--- src/rtl/crossbar_egress_port.sv ---
// crossbar_egress_port: one crossbar output channel; locks onto the arbiter's
// granted input for a whole frame and forwards its beats through one
// registered valid/ready stage, truncating frames longer than MAX_BEATS.
//
// Ports:
//   clk_i, rst_i         clock, synchronous active-high reset
//   grant_i              one-hot grant from the arbiter (sampled only in IDLE)
//   in_data_i/valid/last per-input beat streams, input k at [k*DATA_WIDTH +: DATA_WIDTH]
//   in_ready_o           per-input ready, only the locked input can be high
//   out_data/valid/last  registered egress beat, out_ready_i is egress ready
//   busy_o               high whenever a frame is in progress
//   release_o            one-cycle pulse when a frame has fully left
//   grant_err_o          one-cycle pulse on a multi-hot grant in IDLE
//   oversize_o           one-cycle pulse when a frame is truncated
//   frame_count_o        completed frames, wrapping
module crossbar_egress_port #(
    parameter int NUM_INPUTS = 3,
    parameter int DATA_WIDTH = 8,
    parameter int MAX_BEATS  = 1522
) (
    input  logic                             clk_i,
    input  logic                             rst_i,
    input  logic [NUM_INPUTS-1:0]            grant_i,
    input  logic [NUM_INPUTS*DATA_WIDTH-1:0] in_data_i,
    input  logic [NUM_INPUTS-1:0]            in_valid_i,
    input  logic [NUM_INPUTS-1:0]            in_last_i,
    output logic [NUM_INPUTS-1:0]            in_ready_o,
    output logic [DATA_WIDTH-1:0]            out_data_o,
    output logic                             out_valid_o,
    output logic                             out_last_o,
    input  logic                             out_ready_i,
    output logic                             busy_o,
    output logic                             release_o,
    output logic                             grant_err_o,
    output logic                             oversize_o,
    output logic [15:0]                      frame_count_o
);
    localparam int CW = $clog2(MAX_BEATS + 1);
    localparam int SW = NUM_INPUTS > 1 ? $clog2(NUM_INPUTS) : 1;

    typedef enum logic [1:0] {IDLE, FWD, DRAIN, DISCARD} state_t;

    state_t                  state;
    logic [SW-1:0]           sel;
    logic [SW-1:0]           grant_idx;
    logic [CW-1:0]           beats;
    logic [NUM_INPUTS-1:0]   sel_hot;
    logic [DATA_WIDTH-1:0]   sel_data;
    logic                    sel_valid;
    logic                    sel_last;
    logic                    grant_any;
    logic                    grant_one;
    logic                    take;
    logic                    accept;
    logic                    out_fire;
    logic                    at_limit;

    always_comb begin
        grant_idx = '0;
        for (int k = 0; k < NUM_INPUTS; k++)
            if (grant_i[k]) grant_idx = SW'(k);
    end

    assign grant_any = |grant_i;
    assign grant_one = grant_any && ((grant_i & (grant_i - NUM_INPUTS'(1))) == '0);
    assign sel_hot   = NUM_INPUTS'(1) << sel;
    assign sel_data  = in_data_i[int'(sel) * DATA_WIDTH +: DATA_WIDTH];
    assign sel_valid = in_valid_i[sel];
    assign sel_last  = in_last_i[sel];
    assign out_fire  = out_valid_o && out_ready_i;
    // FWD may only refill the output register when it is empty or emptying;
    // DISCARD swallows beats regardless of the output side.
    assign take       = (state == DISCARD) || (state == FWD && (!out_valid_o || out_ready_i));
    assign in_ready_o = take ? sel_hot : '0;
    assign accept     = sel_valid && take;
    // the beat being accepted now is beat number MAX_BEATS
    assign at_limit   = beats == CW'(MAX_BEATS - 1);
    assign busy_o     = state != IDLE;

    always_ff @(posedge clk_i) begin
        if (rst_i) begin
            state         <= IDLE;
            sel           <= '0;
            beats         <= '0;
            out_data_o    <= '0;
            out_valid_o   <= 1'b0;
            out_last_o    <= 1'b0;
            release_o     <= 1'b0;
            grant_err_o   <= 1'b0;
            oversize_o    <= 1'b0;
            frame_count_o <= '0;
        end else begin
            release_o   <= 1'b0;
            grant_err_o <= 1'b0;
            oversize_o  <= 1'b0;
            if (out_fire) out_valid_o <= 1'b0;
            case (state)
                IDLE: begin
                    if (grant_one) begin
                        sel   <= grant_idx;
                        state <= FWD;
                    end else begin
                        grant_err_o <= grant_any;
                    end
                end
                FWD: begin
                    if (accept) begin
                        out_data_o  <= sel_data;
                        out_valid_o <= 1'b1;
                        out_last_o  <= sel_last || at_limit;
                        oversize_o  <= !sel_last && at_limit;
                        beats       <= beats + CW'(1);
                        state       <= sel_last ? DRAIN : at_limit ? DISCARD : FWD;
                    end
                end
                DISCARD: begin
                    if (accept && sel_last) state <= DRAIN;
                end
                DRAIN: begin
                    // completes once the final held beat (if any) has left
                    if (!out_valid_o || out_ready_i) begin
                        release_o     <= 1'b1;
                        frame_count_o <= frame_count_o + 16'd1;
                        beats         <= '0;
                        state         <= IDLE;
                    end
                end
            endcase
        end
    end
endmodule

--- config.mk ---
export PLATFORM = sky130hd
export DESIGN_NAME = crossbar_egress_port
export DESIGN_NICKNAME = d
export VERILOG_FILES = /design/src/rtl/crossbar_egress_port.sv
export SDC_FILE = /design/constraint.sdc
export NUM_CORES = 1
export LEC_CHECK = 0
export ABC_CLOCK_PERIOD_IN_PS = 2100
export BUFFER_PORTS_ARGS = -buffer_cell sky130_fd_sc_hd__buf_2
export CAP_MARGIN = 20
export CORE_MARGIN = 2
export CORE_UTILIZATION = 50
export DETAILED_ROUTE_END_ITERATION = 8
export GPL_TIMING_DRIVEN = 0
export PLACE_DENSITY = 0.8
export REMOVE_ABC_BUFFERS = 1
export SETUP_SLACK_MARGIN = 0.4
export SLEW_MARGIN = 20
export SYNTH_ARGS = -nofsm -noshare
export SYNTH_HDL_FRONTEND = slang
export SYNTH_SLANG_ARGS = --single-unit
export TNS_END_PERCENT = 30
--- constraint.sdc ---
create_clock -name clk_i -period 2.1 [get_ports clk_i]
set_clock_uncertainty 0.05 [all_clocks]
set_input_delay 0 -clock clk_i [delete_from_list [all_inputs] [get_ports clk_i]]
set_output_delay 0 -clock clk_i [all_outputs]
set_load 0.02 [all_outputs]
==> results of run 1 <==
[sequential cells by signal, indices dropped and copies added (netlist names)]
| name | count |
|---|---|
| frame_count_o | 16 |
| beats | 11 |
| out_data_o | 8 |
| sel | 2 |
| state | 2 |
| grant_err_o | 1 |
| out_last_o | 1 |
| out_valid_o | 1 |
| oversize_o | 1 |
| release_o | 1 |
[per-layer routing]
metal,up-vias,share of wire (%)
met3,17,5.3
met5,-,0
met1,1182,45
met4,0,2.6
li1,1225,-
met2,75,47
[how the worst max path moves through the flow]
stage / to / slack, ns / cells past startpoint
3_5_place_dp: frame_count_o[13] / -0.28 / 4
5_1_grt: frame_count_o[12] / 0.36 / 5
3_3_place_gp: frame_count_o[13] / -0.25 / 4
2_1_floorplan: beats[1] / 0.05 / 4
6_report: frame_count_o[12] / 0.41 / 4
4_1_cts: frame_count_o[10] / 0.38 / 4
[where the power goes]
group | internal, uW | leakage (uW) | switching (uW)
registers | 862 | 0.000363 | 31.2
logic | 155 | 0.000774 | 225
clock network | 232 | 0.0000479 | 302
[cell usage in the layout (no fill, tap or decap), types with 6 or more instances in the layout]
master | synthesis | layout
sky130_fd_sc_hd__dfxtp_1 | 44 | 33
sky130_fd_sc_hd__nand2_1 | 21 | 19
sky130_fd_sc_hd__nand3_1 | 10 | 10
sky130_fd_sc_hd__nand4_1 | 7 | 7
sky130_fd_sc_hd__o2bb2ai_1 | 9 | 9
sky130_fd_sc_hd__nor4_1 | 13 | 12
sky130_fd_sc_hd__nor3_1 | 16 | 15
sky130_fd_sc_hd__buf_4 | 2 | 11
sky130_fd_sc_hd__buf_2 | 8 | 68
sky130_fd_sc_hd__a31oi_1 | 9 | 9
sky130_fd_sc_hd__o31ai_1 | 6 | 6
sky130_fd_sc_hd__a21oi_1 | 14 | 13
sky130_fd_sc_hd__nor2_1 | 16 | 16
sky130_fd_sc_hd__mux2i_1 | 14 | 14
sky130_fd_sc_hd__dfxtp_2 | 0 | 6
[per-stage QoR]
stage / std cells / power (uW) / area (sq um) / util [%]
after floorplan: 269 / 1124 / 2397 / -
after global placement: 404 / 1235 / 2821 / 59.34
after detailed placement: 404 / 1245 / 2821 / 59.34
final: 428 / 1807 / 3143 / 66.11
after global routing: 428 / 1884 / 3143 / 66.11
after CTS: 422 / 1793 / 3057 / 64.29
[final cells by class]
class	count	share of cell area [%]
Sequential cell	44	28.86
Clock buffer	5	2.189
Multi-Input combinational cell	219	50.16
Clock inverter	3	0.5971
Inverter	6	0.7166
Tap cell	67	2.667
Timing Repair Buffer	84	14.81
[cells by family (layout without fill, tap and decap cells)]
group	count (synthesis)	after routing
flops	44	44
fa+ha+maj	3	3
xor+xnor	8	8
simple gates	126	126
compound gates	62	62
mux	20	20
buf+inv	27	98
[tightest hold or removal path, delay by kind of cell]
family / cells / cell delay [ns]
AO/OA/AOI/OAI: 1 / 0.10
buffers and inverters: 1 / 0.07
AND/OR/NAND/NOR: 2 / 0.15
[timing repair]
item,in CTS,in global routing
setup endpoints to repair,41,16
pin swaps,2,1
gates resized for setup,22,13
hold buffers,3,0
cloned,0,0
endpoints found under the hold margin,2,0
setup buffers,7,6
==> results list, run 1 <==
* Status: finished clean
* Synth-to-layout area growth: 25.98%
* Proportion of netlist area held by the largest area contributor: 35.31%
* Library cell occupying the most area in the post-synthesis netlist: sky130_fd_sc_hd__dfxtp_1
* Max-Slew Margin vs Limit: 49.66%
- The initialized floorplan defines 25 standard-cell rows.
- CTS tree: built
- Counting flops with a built-in enable in the synthesized netlist gives 0.
- TritonRoute pass-1 iters: 5
- For this run, the register share of the synthesized area comes to between 30% and 40%.
- Slowest stage cell on the critical path: sky130_fd_sc_hd__or4_1
* Setup crit start kind: flip-flop
- The floorplan step defined a die boundary enclosing 5571 sq um.
* Latest clock arrival within the worst-skew pair: 0.30 ns
* XOR/XNOR Fraction of Synth Area: under 10%
- In the routed design, unresolved DRC markers number 0.
- CP Max Fanout: 7
* Largest family of logic cells by synthesized area: simple AND/OR/NAND/NOR gates
- Pin slew with the least headroom to its limit: roughly 0.76 ns
- Global routing consumed, on the met1 layer, between 30% and 40% of the routing resources.
* Startpoint of the worst hold path: in_data_i[15]
- Dividing the detail-routed wire length by the instance count gives ~15 microns.
- Worst min-delay path endpoint: out_data_o[7]
* Adder and majority gate portion of the synthesized area: 1.505%
- Count of max-cap constraint violations: 0
* Top cells by count, synth: 44 x sky130_fd_sc_hd__dfxtp_1, 21 x sky130_fd_sc_hd__nand2_1, 16 x sky130_fd_sc_hd__nor2_1, 16 x sky130_fd_sc_hd__nor3_1
* Flip-flop and latch count after synthesis: between 40 and 50
- Startpoint-to-endpoint class of the critical path: reg -> reg
- IR drop worst, VDD: about 0.43 mV
* Placeable core region: ~4800 sq um
- Summing over every cut layer, the via total after detailed routing is roughly 2.5k.
- Startpoint of the most critical register-to-register path: state[0]
* Met3 usage: roughly 5.4%
- The worst path meets setup with slightly above 0.4 ns of slack.
- For this run, global-route usage on met2 was measured as a little under two fifths.
* Mean Syn Cell Area: 8.603 sq um
- Summed over all cells, the static leakage comes to ~0.0012 uW.
- In this run the worst setup path begins at state[0].
* Largest net degree at the start of global routing: between 40 and 50
- Root Buffer Master: sky130_fd_sc_hd__clkbuf_8
- Total of fill cells in the finished design: approximately 420
- Synthesized-area fraction occupied by and/or/nand/nor cells: between 20% and 30%
- In the final layout, the multi-input gates occupy 1577 sq um.
- Number of levels the H-tree was split into: 2
* Synth unique cells: 54
* Area occupied by registers: approximately 910 sq um
- Mux share of post-synthesis cell area: under 10%
- Hold violation count in the final report: 0
- In the synthesized netlist the dominant register cell turns out to be sky130_fd_sc_hd__dfxtp_1.
- GR Overflow Total: 0
- The initial antenna violation count was 0.
- Die Height: about 75 microns
- The first global-routing pass estimated between 10,000 and 15,000 microns of wire.
- Maximum clock insertion buffer count: 2
* Fraction of synthesis flops using an asynchronous set or reset pin: 0%
- Endpoints failing setup: 0
- Before CTS, the worst setup slack after placement is -0.2750 ns.
- GP Congestion: between 0.7 and 0.8
* Hold slack: around 0.019 ns
* Final ANT Viol Nets: 0
* Netlist area before placement: about 2500 sq um
* Worst r2r path cells: 4
- Post-Route WL: between 6000 and 7000 microns
- Starting Density: around 52%
* Synth Warn #: 0
- Number of vias per cell: roughly 5.8
- Endpoint kind of the worst setup timing path: flip-flop
- Buffers inserted during clock tree synthesis total 5.
- Synth top area cells: sky130_fd_sc_hd__dfxtp_1 35%, sky130_fd_sc_hd__mux2i_1 5.6%, sky130_fd_sc_hd__nor4_1 3.3%
- Critical path cell sequence: nand2b_4 > or3_4 > or4_1 > a21oi_1
- At the end of the flow, the number of nets in the layout was 399.
- Number of antenna cells inserted: 0
* Clock transition at path regs: approximately 0.09 ns
- Summed over all failing endpoints, the final setup total negative slack is 0 ns.
- For flop-to-flop paths, the worst setup slack is approximately 0.41 ns.
- For the worst setup path, the data arrival time is roughly 1.9 ns.
- CTS saw 44 sinks.
- Worst hold-check path type: in -> reg
- Along the worst hold path, the cell count comes to 4.
- Highest-utilization routing layer at the global route stage: met2
- By instance count, the leading cell after synthesis is sky130_fd_sc_hd__dfxtp_1.
* Die X: 74.64 microns
- Dominant delay contributor by cell family on the critical path: simple AND/OR/NAND/NOR gates
- Detailed placement ended at an HPWL of 4145 microns.
- Crit Reg-Reg Endpoint: frame_count_o[12]
- In this run, the number of DRC markers left after iteration 0 of detailed routing was 233.
- Subtracting the final worst setup slack from the clock period gives 1.686 ns.
- Share of cells above drive strength 1: a little over a third
* Port Buf Inserts: 68
- Total power divided by cell area: 575.0 nW/um^2
- Post-route fraction of the period consumed by the critical path: between 80% and 90%
- Unrepaired setup endpoints after global routing: true
* Max-slew violation count: 0
- Summing the areas of all compound-gate instances in the mapped netlist gives 18.51% of the synthesized area.
- Based on the critical path, the design can be clocked at up to roughly 0.59 GHz.
- During I/O placement, the number of pins put on the boundary was 69.
- Gate count after technology mapping: slightly below 300
* Data required, critical path: 2.28 ns
- Together, buffers and inverters on the worst path number 0.
* Number of global-route vias before repair: roughly 2.4k
* Total routing usage reported by global routing: between 20% and 30%
- For this run, the slowest stage of the critical path takes roughly 0.47 ns.
No activity file was read; power rests on OpenSTA's default activity.
==> inputs of run 2 (changes only) <==
--- a/config.mk
+++ b/config.mk
@@ -5,14 +5,14 @@
 export SDC_FILE = /design/constraint.sdc
 export NUM_CORES = 1
 export LEC_CHECK = 0
-export ABC_CLOCK_PERIOD_IN_PS = 2100
+export ABC_CLOCK_PERIOD_IN_PS = 1400
 export BUFFER_PORTS_ARGS = -buffer_cell sky130_fd_sc_hd__buf_2
 export CAP_MARGIN = 20
 export CORE_MARGIN = 2
-export CORE_UTILIZATION = 50
+export CORE_UTILIZATION = 47
 export DETAILED_ROUTE_END_ITERATION = 8
 export GPL_TIMING_DRIVEN = 0
-export PLACE_DENSITY = 0.8
+export PLACE_DENSITY = 0.79
 export REMOVE_ABC_BUFFERS = 1
 export SETUP_SLACK_MARGIN = 0.4
 export SLEW_MARGIN = 20
==> constraint.sdc (replaced) <==
create_clock -name clk_i -period 1.4 [get_ports clk_i]
set_clock_uncertainty 0.05 [all_clocks]
set_input_delay 0 -clock clk_i [delete_from_list [all_inputs] [get_ports clk_i]]
set_output_delay 0 -clock clk_i [all_outputs]
set_load 0.02 [all_outputs]
==> run 2 against run 1 <==
The run now ends with setup timing left; power rose by 81%; design area rose by 23%; register-to-register slack got worse by 0.68 ns; sequential share of layout area fell by 5.2 points; via count rose by 14%; worst setup slack got worse by 0.68 ns; wire length rose by 41%; core utilization rose by 9.5 points; combinational power rose by 130%; critical path depth rose by 1; critical path type unchanged; highest routed layer unchanged.
==> results list, run 2 (synthesis gave the netlist of run 1 again) <==
- Worst r2r path cells: 5
* Final HPWL from detailed placement: 4181 microns
* First-pass GRT wire length: about 12,000 microns
- Number of global-route vias before repair: approximately 2.5k
- Startpoint-to-endpoint class of the critical path: reg -> reg
* Number of flip-flops in the largest register: 16
- For this configuration, the core starts out at a cell density of just under 50%.
* Number of cells in the finished layout apart from fillers: about 460
- Number of top-level pins: 69
- Following the worst setup path forward leads to its endpoint at frame_count_o[8].
- Clock-pin slew was measured on the worst setup and hold paths at around 0.10 ns.
- Root Buffer Master: sky130_fd_sc_hd__clkbuf_8
* Max-slew violation count: 0
- The worst-case IR drop observed on VDD is slightly below 0.5 mV.
- CP Max Fanout: 6
* Post-layout min period: around 1.7 ns
- From synthesis to final layout, the design area changed by 54.86%.
- Number of vias per cell: around 6.3
* Post-layout net count: roughly 430
* Pin slew with the least headroom to its limit: slightly below 0.8 ns
- The clock net in this run drives a total of 44 sinks.
- Die Height: approximately 77 microns
* Post-route fraction of the period consumed by the critical path: 118.8%
- The placed instances occupy a cell area of between 2000 and 3000 sq um.
- The run finished, with violations left.
- The cell that appears most often on the critical path is sky130_fd_sc_hd__or3_4.
- Entering global routing, the biggest net connects 41 pins.
- After global routing the overflow that remains totals 0.
- Number of levels the H-tree was split into: 2
- Endpoint kind of the worst setup timing path: flip-flop
* Total instance count after detailed placement: 407
- Power spread over the standard cell area amounts to ~850 nW/um^2.
* Maximum clock insertion buffer count: 2
- GP Congestion: between 0.8 and 0.9
- After the first detailed-routing iteration, the DRC count stood at between 200 and 300.
- The die covers around 5900 sq um.
- Counting buffers and inverters, the worst setup path is 5 cells deep.
* Number of antenna cells inserted: 0
* Data arrival time of the worst path: ~1.9 ns
- In this run the critical register-to-register path is launched from state[0].
- Max-Slew Margin vs Limit: between 40% and 50%
- The critical path starts at state[0].
- Residual DRC: 0
* Port Buf Inserts: 68
- The count of nets left with antenna violations once routing finished came out at 0.
* Share of cells above drive strength 1: 52.97%
* Total via count in the routed design: about 2.9k
* Post-detailed-route wirelength per cell: between 15 and 20 microns
- Total routing usage reported by global routing: 24.48%
- Placeable core region: roughly 5000 sq um
- Sum of buffers and inverters on the critical path: 1
- Crit Reg-Reg Endpoint: frame_count_o[8]
- Min setup slack post-route: -0.2631 ns
- Peak Freq: 0.6013 GHz
- The routed design has ~9000 microns of wire.
* TritonRoute pass-1 iters: 6
* CTS tree: built
* Dominant delay contributor by cell family on the critical path: simple AND/OR/NAND/NOR gates
* Most flops, register: frame_count_o
* Worst hold-check path type: in -> reg
* Hold slack: approximately 0.05 ns
- The setup check on the worst reg-to-reg path leaves a slack of -0.26 ns.
- At the worst endpoint, the required time is 1.60 ns.
- Violated checks: setup timing
* LEAKAGE: ~0.0015 uW
* Delay of the slowest cell on the worst path: approximately 0.42 ns
* Final Power: about 3300 uW
* Unrepaired setup endpoints after global routing: true
- Walking the worst path, the cells encountered are nand2b_4 > or3_4 > buf_6 > or3_4 > a21oi_2.
- Measured on the finished design, the core utilization comes to 75.65%.
- Biggest registers after layout: frame_count_o: 16 flops, beats: 11 flops, out_data_o: 8 flops
* Latest clock arrival within the worst-skew pair: 0.31 ns
- The hold violation count in the final report is 0.
- Antenna violations before repair: 0
- For this design, the slowest cell found on the critical path is sky130_fd_sc_hd__or3_4.
- Die X: between 70 and 80 microns
- The worst setup path is launched from a flip-flop.
- Placement Rows: 26
* Count of max-cap constraint violations: 0
- The library cell used most frequently in the layout, excluding fill and tap cells, is sky130_fd_sc_hd__buf_2.
- Number of buffers inserted during clock tree synthesis: 5
- Final Cell Area: 3864 sq um
* Endpoints failing setup: 38
- Most frequent cells in the layout: 65 x sky130_fd_sc_hd__buf_2, 29 x sky130_fd_sc_hd__dfxtp_1, 25 x sky130_fd_sc_hd__buf_4, 18 x sky130_fd_sc_hd__nand2_1, 14 x sky130_fd_sc_hd__nor2_1
run 2: worst reg2reg max path: cells and delay by family, from the launching register on:
family,cells,cell delay [ns]
simple gates,3,0.91
flops,1,0.40
buf+inv,1,0.14
compound gates,1,0.11
run 2: worst min-delay path by stage:
stage	slack (ns)	cells past startpoint	from	to
floorplan	0.02	1	rst_i	frame_count_o[10]
global placement	0.24	3	grant_i[1]	grant_err_o
detailed placement	0.25	3	grant_i[2]	sel[1]
CTS	0.01	4	grant_i[0]	sel[0]
global route	0.07	4	in_data_i[9]	out_data_o[1]
finish	0.05	4	in_data_i[9]	out_data_o[1]
run 2: power by group:
group / switching [uW] / total, uW / internal, uW
Combinational: 482 / 879 / 396
Clock: 495 / 1030 / 538
Sequential: 59.9 / 1350 / 1290
Total: 1040 / 3270 / 2230
run 2: what timing repair did:
action                                  4_1_cts  5_1_grt
hold buffers                                  4        0
cloned                                        1        1
buffers inserted                             20       16
endpoints found under the setup margin       48       54
pin swaps                                    30       17
gates resized for setup                      59       65
endpoints found under the hold margin         4        0
run 2: through the flow:
| stage | TNS (ns) | worst slack, ns |
|---|---|---|
| 6_report | -5.920 | -0.2631 |
| 5_1_grt | -8.280 | -0.3181 |
| 4_1_cts | -4.182 | -0.2543 |
| 3_5_place_dp | -29.19 | -0.9556 |
| 3_3_place_gp | -27.99 | -0.9867 |
| 2_1_floorplan | -15.99 | -0.6466 |
run 2: layout make-up:
class	instances	area, sq um
inverter	6	26.28
clock inverter	3	46.29
tap	70	87.58
fill	329	1244
timing repair buffer	108	745.7
clock buffer	5	68.82
multi-input combinational	221	1974
sequential	44	914.6
run 2: layer usage:
layer	vias to the layer above	GRT usage [%]	routed length, microns
met3	41	5.412	620
li1	1288	-	-
met1	1349	31.72	3630
met5	-	0	0
met2	179	40.35	4329
met4	0	8.000	430
==> inputs of run 3 (changes only) <==
--- a/config.mk
+++ b/config.mk
@@ -11,7 +11,6 @@
 export CORE_MARGIN = 2
 export CORE_UTILIZATION = 47
 export DETAILED_ROUTE_END_ITERATION = 8
-export GPL_TIMING_DRIVEN = 0
 export PLACE_DENSITY = 0.79
 export REMOVE_ABC_BUFFERS = 1
 export SETUP_SLACK_MARGIN = 0.4
==> run 3 against run 2 <==
Worst setup slack got worse by 0.092 ns; the flow still finishes with violations (setup timing); hold slack gained 0.011 ns; wire length is 32% higher; via count up 18%; sequential share of layout area fell by 2.9 points; power is 0.75% higher; largest power group unchanged; die area stayed put; clock power fell by 13%; critical endpoint is now out_data_o[7]; design area increased by 13%; fmax shrank 5.2%; sequential power about the same; final cell count increased by 11%.
==> results list, run 3 (synthesis gave the netlist of run 1 again) <==
- Status: finished with violations
* Violated checks: setup timing
- Final core occ: about 86%
- Biggest registers after layout: frame_count_o: 16 flops, beats: 11 flops, out_data_o: 8 flops
* Worst hold-check path type: in -> reg
- TritonCTS built the clock tree.
- Latest clock arrival within the worst-skew pair: around 0.31 ns
- The setup path with the least slack is of type reg -> reg.
- Number of cells in the finished layout apart from fillers: between 500 and 600
* Most common cell after layout, fill and taps aside: sky130_fd_sc_hd__buf_4
- Of the cells placed in the final design, the portion with a size suffix greater than 1 is between 50% and 60%.
- VDD sags by at most approximately 0.63 mV.
- The register with the most flip-flops in the final layout is frame_count_o.
- Die X: between 70 and 80 microns
* Crit Reg-Reg Endpoint: out_data_o[7]
- Clock sinks: between 40 and 50
- Total power divided by cell area: approximately 750 nW/um^2
- Max-Slew Margin vs Limit: between 60% and 70%
* Placeable core region: around 5000 sq um
- The worst setup path is captured at a flip-flop.
- Setup crit start kind: flip-flop
- Detailed router's first-iteration violation count: just over 400
* GR Overflow Total: 0
- Final Power: 3290 uW
- Post-route fraction of the period consumed by the critical path: 125.4%
* Met1 layer usage reported by global route: between 30% and 40%
- The initial antenna violation count is 0.
- For this run, global-route usage on met3 was measured as approximately 6.6%.
- Final HPWL from detailed placement: approximately 5300 microns
* Min setup slack post-route: -0.3550 ns
- Endpoint of the worst setup timing path: out_data_o[7]
- Total instance count after detailed placement: about 470
- Gate power share: between 30% and 40%
- Die Height: between 70 and 80 microns
* Number of antenna cells inserted: 0
- During placement, the flow inserted port buffers numbering between 60 and 70.
- Pin placement for this block handled just under 70 I/O pins.
* Crit path from: sel[1]
- Setup slack, reg-to-reg: -0.35 ns
- The tool flagged a number of max-cap violations equal to 0.
- Fraction of power consumed by the clock network: a little over a quarter
- First-pass GRT wire length: approximately 16,000 microns
* Starting Density: about half
- The floorplan step defined a die boundary enclosing between 5000 and 6000 sq um.
- Global routing consumed, on the met2 layer, 58.07% of the routing resources.
* Endpoints failing setup: 42
* Placement Rows: 26
* Unrepaired setup endpoints after global routing: true
- The clock tree synthesis step divided the H-tree into 2 levels.
* Synth-to-layout area growth: 75.13%
- For the worst setup path, the data required time is 1.55 ns.
* Number of vias per cell: around 6.7
- Of the total power, registers draw slightly above 40%.
- Pre-CTS setup slack: -0.3311 ns
- Post-layout min period: ~1.8 ns
- Root Buffer Master: sky130_fd_sc_hd__clkbuf_8
- TritonRoute pass-1 iters: 7
- The register with the most flip-flops in the layout has 16 of them.
* Peak Freq: roughly 0.57 GHz
- Across every metal layer, demand over resource in global routing totals between 30% and 40%.
* Net load switching power: about 1100 uW
- LEAKAGE: about 0.0017 uW
- Entering global routing, the biggest net connects 24 pins.
- CP Max Fanout: 9
- The routed design has 11,920 microns of wire.
- Post-detailed-route wirelength per cell: around 24 microns
* Residual DRC: 0
* Total via count in the routed design: around 3.4k
- At the worst endpoint, the arrival time is 1.91 ns.
- Startpoint of the most critical register-to-register path: sel[1]
* Pin slew with the least headroom to its limit: ~0.55 ns
- In this run, CTS created clock tree buffers numbering 5.
- Routability-driven placement finished with a final weighted congestion of between 0.9 and 1.
* Hold violation count in the final report: 0
- Net switching fraction of the power: about 34%
- The final layout contains around 470 nets.
- The internal portion of the total power is ~2200 uW.
- Clock transition at path regs: roughly 0.090 ns
- Most frequent cells in the layout: 64 x sky130_fd_sc_hd__buf_4, 58 x sky130_fd_sc_hd__buf_2, 34 x sky130_fd_sc_hd__dfxtp_1, 28 x sky130_fd_sc_hd__buf_6, 16 x sky130_fd_sc_hd__nand2_1
- Highest-utilization routing layer at the global route stage: met2
- Max-slew violation count: 0
- Counting along the longest clock path gives a buffer depth of 2.
- Final ANT Viol Nets: 0
- The number of global-route vias before repair was 3,231.
* Worst r2r path cells: 6
-- run 3: final cells by class --
| cell class | count | area [sq um] |
|---|---|---|
| Multi-Input combinational cell | 219 | 2044 |
| Timing Repair Buffer | 158 | 1206 |
| Sequential cell | 44 | 905.9 |
| Fill cell | 239 | 738.2 |
| Tap cell | 70 | 87.58 |
| Clock buffer | 7 | 86.33 |
| Inverter | 6 | 31.28 |
| Clock inverter | 1 | 7.507 |
-- run 3: per-stage QoR --
step	hold WS, ns	instance area, sq um	TNS (ns)
4_1_cts	0.01392	3996	-3.751
3_5_place_dp	0.2588	3331	-6.621
5_1_grt	0.08366	4369	-8.625
3_3_place_gp	0.2409	3331	-5.324
2_1_floorplan	0.01907	2397	-15.99
6_report	0.06171	4369	-7.183
-- run 3: layer usage --
layer	wire length (microns)	share of wire, %	vias up
met5	0	0	-
met4	1053	8.8	0
met3	1023	8.6	116
met2	5574	47	291
met1	4270	36	1582
li1	-	-	1376
-- run 3: worst min path at each step --
stage | start | end | slack, ns | depth (start not counted)
finish | in_data_i[14] | out_data_o[6] | 0.06 | 4
global route | in_data_i[14] | out_data_o[6] | 0.08 | 4
CTS | grant_i[2] | grant_err_o | 0.01 | 3
detailed placement | grant_i[1] | grant_err_o | 0.26 | 3
global placement | grant_i[1] | grant_err_o | 0.24 | 3
floorplan | rst_i | frame_count_o[10] | 0.02 | 1
-- run 3: power groups by stage --
stage / combinational [uW] / sequential, uW / clock [uW]
after floorplan: 276 / 1410 / 0
after global routing: 1090 / 1340 / 932
after global placement: 630 / 1350 / 0
after detailed placement: 649 / 1360 / 0
after CTS: 843 / 1330 / 855
final: 1060 / 1340 / 891
-- run 3: critical path, cell delays in order (launching register included) --
cell	delay, ns
sky130_fd_sc_hd__dfxtp_4	0.41
sky130_fd_sc_hd__mux2_4	0.36
sky130_fd_sc_hd__buf_6	0.14
sky130_fd_sc_hd__a21oi_4	0.19
sky130_fd_sc_hd__buf_12	0.17
sky130_fd_sc_hd__nor4_1	0.07
sky130_fd_sc_hd__nor3_1	0.26
-- run 3: timing repair --
item                                    in CTS  in global routing
gates resized for setup                     94                 68
hold buffers                                 4                  0
hold endpoints to repair                     3                  0
setup buffers                               17                  4
gates cloned                                 1                  0
pin swaps                                   31                 15
endpoints found under the setup margin      50                 58
